===== config.mk =====
export PLATFORM = sky130hd
export DESIGN_NAME = peak_frame_tx_flat
export DESIGN_NICKNAME = d
export VERILOG_FILES = /design/src/rtl/shazam_pkg.sv /design/src/rtl/peak_frame_tx_if.sv /design/src/rtl/peak_frame_tx_byte_select.sv /design/src/rtl/peak_frame_tx.sv /design/src/flat_wrapper.sv
export SDC_FILE = /design/constraint.sdc
export NUM_CORES = 1
export LEC_CHECK = 0
export BUFFER_PORTS_ARGS = -buffer_cell sky130_fd_sc_hd__buf_2
export CAP_MARGIN = 5
export CORE_ASPECT_RATIO = 1.4
export CORE_UTILIZATION = 45
export CTS_CLUSTER_SIZE = 8
export DETAILED_ROUTE_END_ITERATION = 10
export PLACE_DENSITY = 0.67
export SLEW_MARGIN = 15
export SYNTH_ARGS = -nofsm -noshare
export SYNTH_HDL_FRONTEND = slang
export SYNTH_HIERARCHICAL = 1
export SYNTH_SLANG_ARGS = --single-unit

===== constraint.sdc =====
create_clock -name clk -period 28.4 [get_ports clk]
set_clock_uncertainty 0.15 [all_clocks]
set_input_delay 2.84 -clock clk [delete_from_list [all_inputs] [get_ports clk]]
set_output_delay 2.84 -clock clk [all_outputs]
set_load 0.02 [all_outputs]

===== src/rtl/shazam_pkg.sv =====
// rtl/shazam_pkg.sv - shared constants and state type for the peak path
package shazam_pkg;

    localparam int          NUM_PEAKS   = 16;
    localparam int          PEAK_W      = 25;
    localparam logic [7:0]  SYNC_BYTE   = 8'hA5;
    localparam int          FRAME_BYTES = 3 + 4 * NUM_PEAKS;

    typedef enum logic [2:0] {
        IDLE,
        SYNC,
        SEQ,
        PEAK,
        CSUM
    } tx_state_t;

endpackage


===== src/rtl/peak_frame_tx_if.sv =====
// rtl/peak_frame_tx_if.sv - byte stream toward the host link bridge
interface peak_frame_tx_if;

    logic [7:0] tx_data;
    logic       tx_valid;
    logic       tx_ready;
    logic       tx_last;

    modport master (
        output tx_data,
        output tx_valid,
        output tx_last,
        input  tx_ready
    );

    modport slave (
        input  tx_data,
        input  tx_valid,
        input  tx_last,
        output tx_ready
    );

endinterface


===== src/rtl/peak_frame_tx_byte_select.sv =====
// rtl/peak_frame_tx_byte_select.sv - picks one MSB-first byte of one buffered peak
module peak_byte_select #(
    parameter int NUM_PEAKS = 16,
    parameter int PEAK_W    = 25,
    parameter int PIDX_W    = 4
) (
    input  logic [NUM_PEAKS-1:0][PEAK_W-1:0] peaks_i,
    input  logic [PIDX_W-1:0]                peak_idx_i,
    input  logic [1:0]                       byte_idx_i,
    output logic [7:0]                       byte_o
);

    logic [31:0] word;

    // Peaks are zero-extended to a 32-bit word so byte 0 carries only the top index bit.
    always_comb begin
        word = 32'(peaks_i[peak_idx_i]);
        case (byte_idx_i)
            2'd0:    byte_o = word[31:24];
            2'd1:    byte_o = word[23:16];
            2'd2:    byte_o = word[15:8];
            default: byte_o = word[7:0];
        endcase
    end

endmodule


===== src/rtl/peak_frame_tx.sv =====
// rtl/peak_frame_tx.sv - captures a peak array and sends it as a framed, checksummed byte stream
module peak_frame_tx #(
    parameter int         NUM_PEAKS = shazam_pkg::NUM_PEAKS,
    parameter int         PEAK_W    = shazam_pkg::PEAK_W,
    parameter logic [7:0] SYNC_BYTE = shazam_pkg::SYNC_BYTE
) (
    input  logic                             clk,
    input  logic                             reset,
    input  logic [NUM_PEAKS-1:0][PEAK_W-1:0] maximas,
    input  logic                             maximas_found_active,
    peak_frame_tx_if.master                  tx,
    output logic                             busy,
    output logic [7:0]                       dropped_frames
);

    import shazam_pkg::*;

    localparam int                PIDX_W    = (NUM_PEAKS > 1) ? $clog2(NUM_PEAKS) : 1;
    localparam logic [PIDX_W-1:0] LAST_PEAK = PIDX_W'(NUM_PEAKS - 1);

    tx_state_t                        state_q, state_d;
    logic [PIDX_W-1:0]                peak_cnt_q, peak_cnt_d;
    logic [1:0]                       byte_cnt_q, byte_cnt_d;
    logic [7:0]                       seq_q, seq_d;
    logic [7:0]                       csum_q, csum_d;
    logic [7:0]                       drop_q, drop_d;
    logic [7:0]                       data_q, data_d;
    logic                             valid_q, valid_d;
    logic                             last_q, last_d;
    logic                             busy_q, busy_d;
    logic [NUM_PEAKS-1:0][PEAK_W-1:0] buf_q;
    logic                             hs;
    logic                             capture;
    logic [7:0]                       sel_byte;

    peak_byte_select #(
        .NUM_PEAKS (NUM_PEAKS),
        .PEAK_W    (PEAK_W),
        .PIDX_W    (PIDX_W)
    ) u_sel (
        .peaks_i    (buf_q),
        .peak_idx_i (peak_cnt_d),
        .byte_idx_i (byte_cnt_d),
        .byte_o     (sel_byte)
    );

    always_comb begin
        hs         = valid_q && tx.tx_ready;
        capture    = 1'b0;
        state_d    = state_q;
        peak_cnt_d = peak_cnt_q;
        byte_cnt_d = byte_cnt_q;
        seq_d      = seq_q;
        csum_d     = csum_q;
        drop_d     = drop_q;

        case (state_q)
            IDLE: capture = maximas_found_active;
            SYNC: if (hs) state_d = SEQ;
            SEQ: if (hs) begin
                state_d    = PEAK;
                csum_d     = csum_q + data_q;
                peak_cnt_d = '0;
                byte_cnt_d = 2'd0;
            end
            PEAK: if (hs) begin
                csum_d = csum_q + data_q;
                if (byte_cnt_q == 2'd3) begin
                    byte_cnt_d = 2'd0;
                    if (peak_cnt_q == LAST_PEAK) state_d = CSUM;
                    else                         peak_cnt_d = peak_cnt_q + 1'b1;
                end else begin
                    byte_cnt_d = byte_cnt_q + 2'd1;
                end
            end
            CSUM: if (hs) begin
                seq_d   = seq_q + 8'd1;
                state_d = IDLE;
                capture = maximas_found_active;
            end
            default: state_d = IDLE;
        endcase

        if (capture) begin
            state_d = SYNC;
            csum_d  = 8'd0;
        end else if (maximas_found_active && drop_q != 8'hFF) begin
            drop_d = drop_q + 8'd1;
        end

        // Outputs are precomputed for the next state so they leave the flops directly.
        case (state_d)
            SYNC:    data_d = SYNC_BYTE;
            SEQ:     data_d = seq_q;
            PEAK:    data_d = sel_byte;
            CSUM:    data_d = csum_d;
            default: data_d = 8'd0;
        endcase
        valid_d = (state_d != IDLE);
        last_d  = (state_d == CSUM);
        busy_d  = (state_d != IDLE);
    end

    always_ff @(posedge clk) begin
        if (!reset) begin
            state_q    <= IDLE;
            peak_cnt_q <= '0;
            byte_cnt_q <= 2'd0;
            seq_q      <= 8'd0;
            csum_q     <= 8'd0;
            drop_q     <= 8'd0;
            data_q     <= 8'd0;
            valid_q    <= 1'b0;
            last_q     <= 1'b0;
            busy_q     <= 1'b0;
        end else begin
            state_q    <= state_d;
            peak_cnt_q <= peak_cnt_d;
            byte_cnt_q <= byte_cnt_d;
            seq_q      <= seq_d;
            csum_q     <= csum_d;
            drop_q     <= drop_d;
            data_q     <= data_d;
            valid_q    <= valid_d;
            last_q     <= last_d;
            busy_q     <= busy_d;
        end
    end

    always_ff @(posedge clk) begin
        if (reset && capture) buf_q <= maximas;
    end

    assign tx.tx_data     = data_q;
    assign tx.tx_valid    = valid_q;
    assign tx.tx_last     = last_q;
    assign busy           = busy_q;
    assign dropped_frames = drop_q;

endmodule


===== src/flat_wrapper.sv =====
// flat-port wrapper written by rule: the top's interface ports become plain ports
module peak_frame_tx_flat import shazam_pkg::*;
#(
    parameter int         NUM_PEAKS = shazam_pkg::NUM_PEAKS,
    parameter int         PEAK_W    = shazam_pkg::PEAK_W,
    parameter logic [7:0] SYNC_BYTE = shazam_pkg::SYNC_BYTE
)
  (clk, reset, maximas, maximas_found_active, busy, dropped_frames, tx_tx_data, tx_tx_valid, tx_tx_last, tx_tx_ready);
  peak_frame_tx_if tx_i ();
  input  logic clk;
  input  logic reset;
  input  logic [NUM_PEAKS-1:0][PEAK_W-1:0] maximas;
  input  logic maximas_found_active;
  output logic busy;
  output logic [7:0] dropped_frames;
  output wire logic [$bits(tx_i.tx_data)-1:0] tx_tx_data;
  output wire logic [$bits(tx_i.tx_valid)-1:0] tx_tx_valid;
  output wire logic [$bits(tx_i.tx_last)-1:0] tx_tx_last;
  input wire logic [$bits(tx_i.tx_ready)-1:0] tx_tx_ready;
  assign tx_tx_data = tx_i.tx_data;
  assign tx_tx_valid = tx_i.tx_valid;
  assign tx_tx_last = tx_i.tx_last;
  assign tx_i.tx_ready = tx_tx_ready;
  peak_frame_tx #(.NUM_PEAKS(NUM_PEAKS), .PEAK_W(PEAK_W), .SYNC_BYTE(SYNC_BYTE)) u_core (.clk(clk), .reset(reset), .maximas(maximas), .maximas_found_active(maximas_found_active), .tx(tx_i), .busy(busy), .dropped_frames(dropped_frames));
endmodule

==> impl_metrics.ini <==
[power_and_ir_drop]
netSwitchingPower_w = 0.0002915
pwr-share-seq = 0.518
clock_power_share = 0.436
combPwrFrac = 0.045
swShare = 0.2005
power.density_nw_per_um2 = 66.26
p_int_w = 0.001163
ir_drop_mv = 0.04826
p_leak_nw = 7.851

[cells_and_area]
fillers = 3036
layout-drive-gt1-share = 0.4325
layout_commonest_cell = buf_2
syn2layout_area_growth_pct = 24.07
multi_input_area_sq_um = 4524
register_area_sq_um = 12870
layoutNonFillerInstCount = 1934
nets = 1790
layout_common_cells = buf_2 (422), edfxtp_1 (400), mux4_2 (92)

[placed_design]
hpwl_microns = 31190
portBuffers = 422
gp_congestion = 0.8676
place_inst = 1833

[cts]
cts-resized-gates = 0
cts_tree = yes
clock_latency_ps = 580
cts.sinks = 443
path_clk_slew_ps = 50
cts_root_buf = clkbuf_16
hold_buffers = 0
cts_max_level = 2
ctsLongestPathBuffers = 3
cts_setup_buffers = 0
cts_buffers = 61

[min_path]
hold_path.class = reg2reg

[die]
die_x_microns = 169.6
dieArea_sq_um = 40110
fp.dieH_microns = 236.6
num_rows = 85
coreArea_sq_um = 38610
initial_utilization = 0.4581
io_pins = 423

[critical_path]
crit_end = u_core/tx.tx_data[7]
startpoint_type = primary input
end_kind = flop
worstPathRequired_ps = 28700
reg2reg_from = u_core/state_q[2]
path_class = in2reg
cp_data_arrival_time_ps = 7180
worstReg2RegEnd = u_core/tx.tx_data[7]
cp_max_fo = 57
rrSetupSlack_ps = 23330
crit_start = tx_tx_ready
rr_worst_depth = 13

[synthesis]
synth.distinct_cells = 69
syn_inst = 926
syn_area_sq_um = 17690
syn_nets = 1342
synth_warnings = 6
synth.avg_cell_area_sq_um = 19.10
synth_edf_count = 400
synthFlopType = edfxtp_1
synth_async_sr_flop_share = 0
ys_seq_elements = 443
yosysSeqAreaShare = 0.7278

[sta]
fin_crit_ps = 6878
slew_headroom = 0.2629
tightestPinTransition_ps = 1106
setup_tns_ps = 0
timing.final.crit_share = 0.2422
finalSetupViolations = 0
final_hold_viol_count = 0
finalMaxSlewViolations = 0
rsz0062_at_grt = no
fmax_mhz = 145.4

[grt]
overflow = 0
antenna_found_initial = 16
grt_pass1_wl_microns = 64500
grt_start_max_net_pins = 112
grt_use_total = 0.2206
grt_pass1_vias = 11007

[route]
routed_wl_microns = 43830
drcViolationCount = 0
wire_per_inst_microns = 22.66
vias = 10353
first_iter_violations = 685
viasPerCell = 5.353
drt_pre_antenna_iters = 5
drtAntennaViolNets = 0

[status]
status = finished clean

[flow_run]
maxCapViolCount = 0
[synth_stat cells, drive strengths merged, types with 6 or more instances]
| cell | count | share of area |
|---|---|---|
| xor2 | 11 | 0.0054 |
| ha | 11 | 0.0078 |
| nor3 | 7 | 0.0023 |
| mux2i | 41 | 0.023 |
| o211ai | 7 | 0.0030 |
| nand3 | 14 | 0.0045 |
| a21oi | 21 | 0.0059 |
| clkbuf | 16 | 0.0034 |
| nand2b | 8 | 0.0028 |
| and3 | 6 | 0.0021 |
| xnor2 | 9 | 0.0045 |
| mux4 | 95 | 0.12 |
| nor2b | 9 | 0.0032 |
| and2 | 10 | 0.0035 |
| a32oi | 6 | 0.0030 |
| o21ai | 14 | 0.0040 |
| inv | 6 | 0.0013 |
| nor2 | 48 | 0.011 |
| nand2 | 28 | 0.0061 |
| a22oi | 12 | 0.0051 |
| edfxtp | 400 | 0.68 |
| dfxtp | 43 | 0.049 |
| buf | 31 | 0.014 |
| a221oi | 10 | 0.0050 |
[power groups by stage]
stage	sequential [W]	combinational [W]	clock [W]
final	0.000754	0.0000659	0.000634
after global routing	0.000755	0.0000718	0.000673
after CTS	0.000754	0.0000668	0.000649
after detailed placement	0.000766	0.0000665	0
after global placement	0.000765	0.0000648	0
after floorplan	0.000781	0.0000273	0
[kinds of logic (layout without fill, tap and decap cells)]
kind of cell,Yosys count,after routing,synth area share
simple gates,149,149,0.04322
fa+ha+maj,12,12,0.008913
flops,443,443,0.7278
other cells,0,13,0
compound gates,111,111,0.04549
mux,138,138,0.1461
xor+xnor,20,20,0.009904
buf+inv,53,526,0.01861
[state kept, by name, indices dropped and copies added (netlist names)]
signal,cells
u_core/busy,1
u_core/byte_cnt_q,2
u_core/tx.tx_data,8
u_core/buf_q,400
u_core/csum_q,8
u_core/tx.tx_last,1
u_core/seq_q,8
u_core/dropped_frames,8
u_core/state_q,3
u_core/peak_cnt_q,4
[layer usage]
metal,routed length (microns),global-route usage,vias up
li1,-,-,4698
met1,15860,0.2490,5145
met5,41,0,-
met4,1311,0.09282,6
met2,23770,0.4003,427
met3,2852,0.04697,77
[final cells by class]
| type | count | share of cell area |
|---|---|---|
| clock inverters | 3 | 0.001026 |
| inverters | 6 | 0.001026 |
| clock buffers | 85 | 0.07367 |
| well taps | 522 | 0.02976 |
| repair buffers | 432 | 0.1002 |
| multi-input cells | 430 | 0.2062 |
| flip-flops and latches | 443 | 0.5866 |
| diodes | 13 | 0.001482 |
[critical path: stages]
cell and delay [ps]:
buf_2 120, nand2_1 140, nor2_1 370, a31oi_1 210, nor2_4 620, buf_4 760
mux4_2 410, mux4_2 480, nor2b_1 140, a31oi_1 310, o31ai_1 130, a221oi_1 280
o22a_1 170, nand2_1 50
[metrics by stage]
stage / hold slack, ps / setup WS (ps) / total power (W) / utilization / cell area (sq um)
2_1_floorplan: 299.2 / 7416 / 0.0008088 / - / 17690
3_3_place_gp: 325.0 / 20920 / 0.0008298 / 0.5251 / 20270
3_5_place_dp: 334.1 / 20890 / 0.0008324 / 0.5251 / 20270
4_1_cts: 355.1 / 21500 / 0.001469 / 0.5676 / 21910
5_1_grt: 385.6 / 21240 / 0.001500 / 0.5684 / 21940
6_report: 353.6 / 21520 / 0.001454 / 0.5684 / 21940
[worst min-delay path by stage]
stage | start | endpoint | slack (ps) | depth (start not counted)
3_5_place_dp | u_core/dropped_frames[1] | u_core/dropped_frames[1] | 330 | 2
3_3_place_gp | u_core/byte_cnt_q[1] | u_core/byte_cnt_q[1] | 330 | 2
4_1_cts | u_core/dropped_frames[1] | u_core/dropped_frames[1] | 360 | 2
2_1_floorplan | u_core/csum_q[6] | u_core/csum_q[6] | 300 | 2
6_report | u_core/dropped_frames[1] | u_core/dropped_frames[1] | 350 | 2
5_1_grt | u_core/byte_cnt_q[1] | u_core/byte_cnt_q[1] | 390 | 2
(Power assumes the default switching activity.)
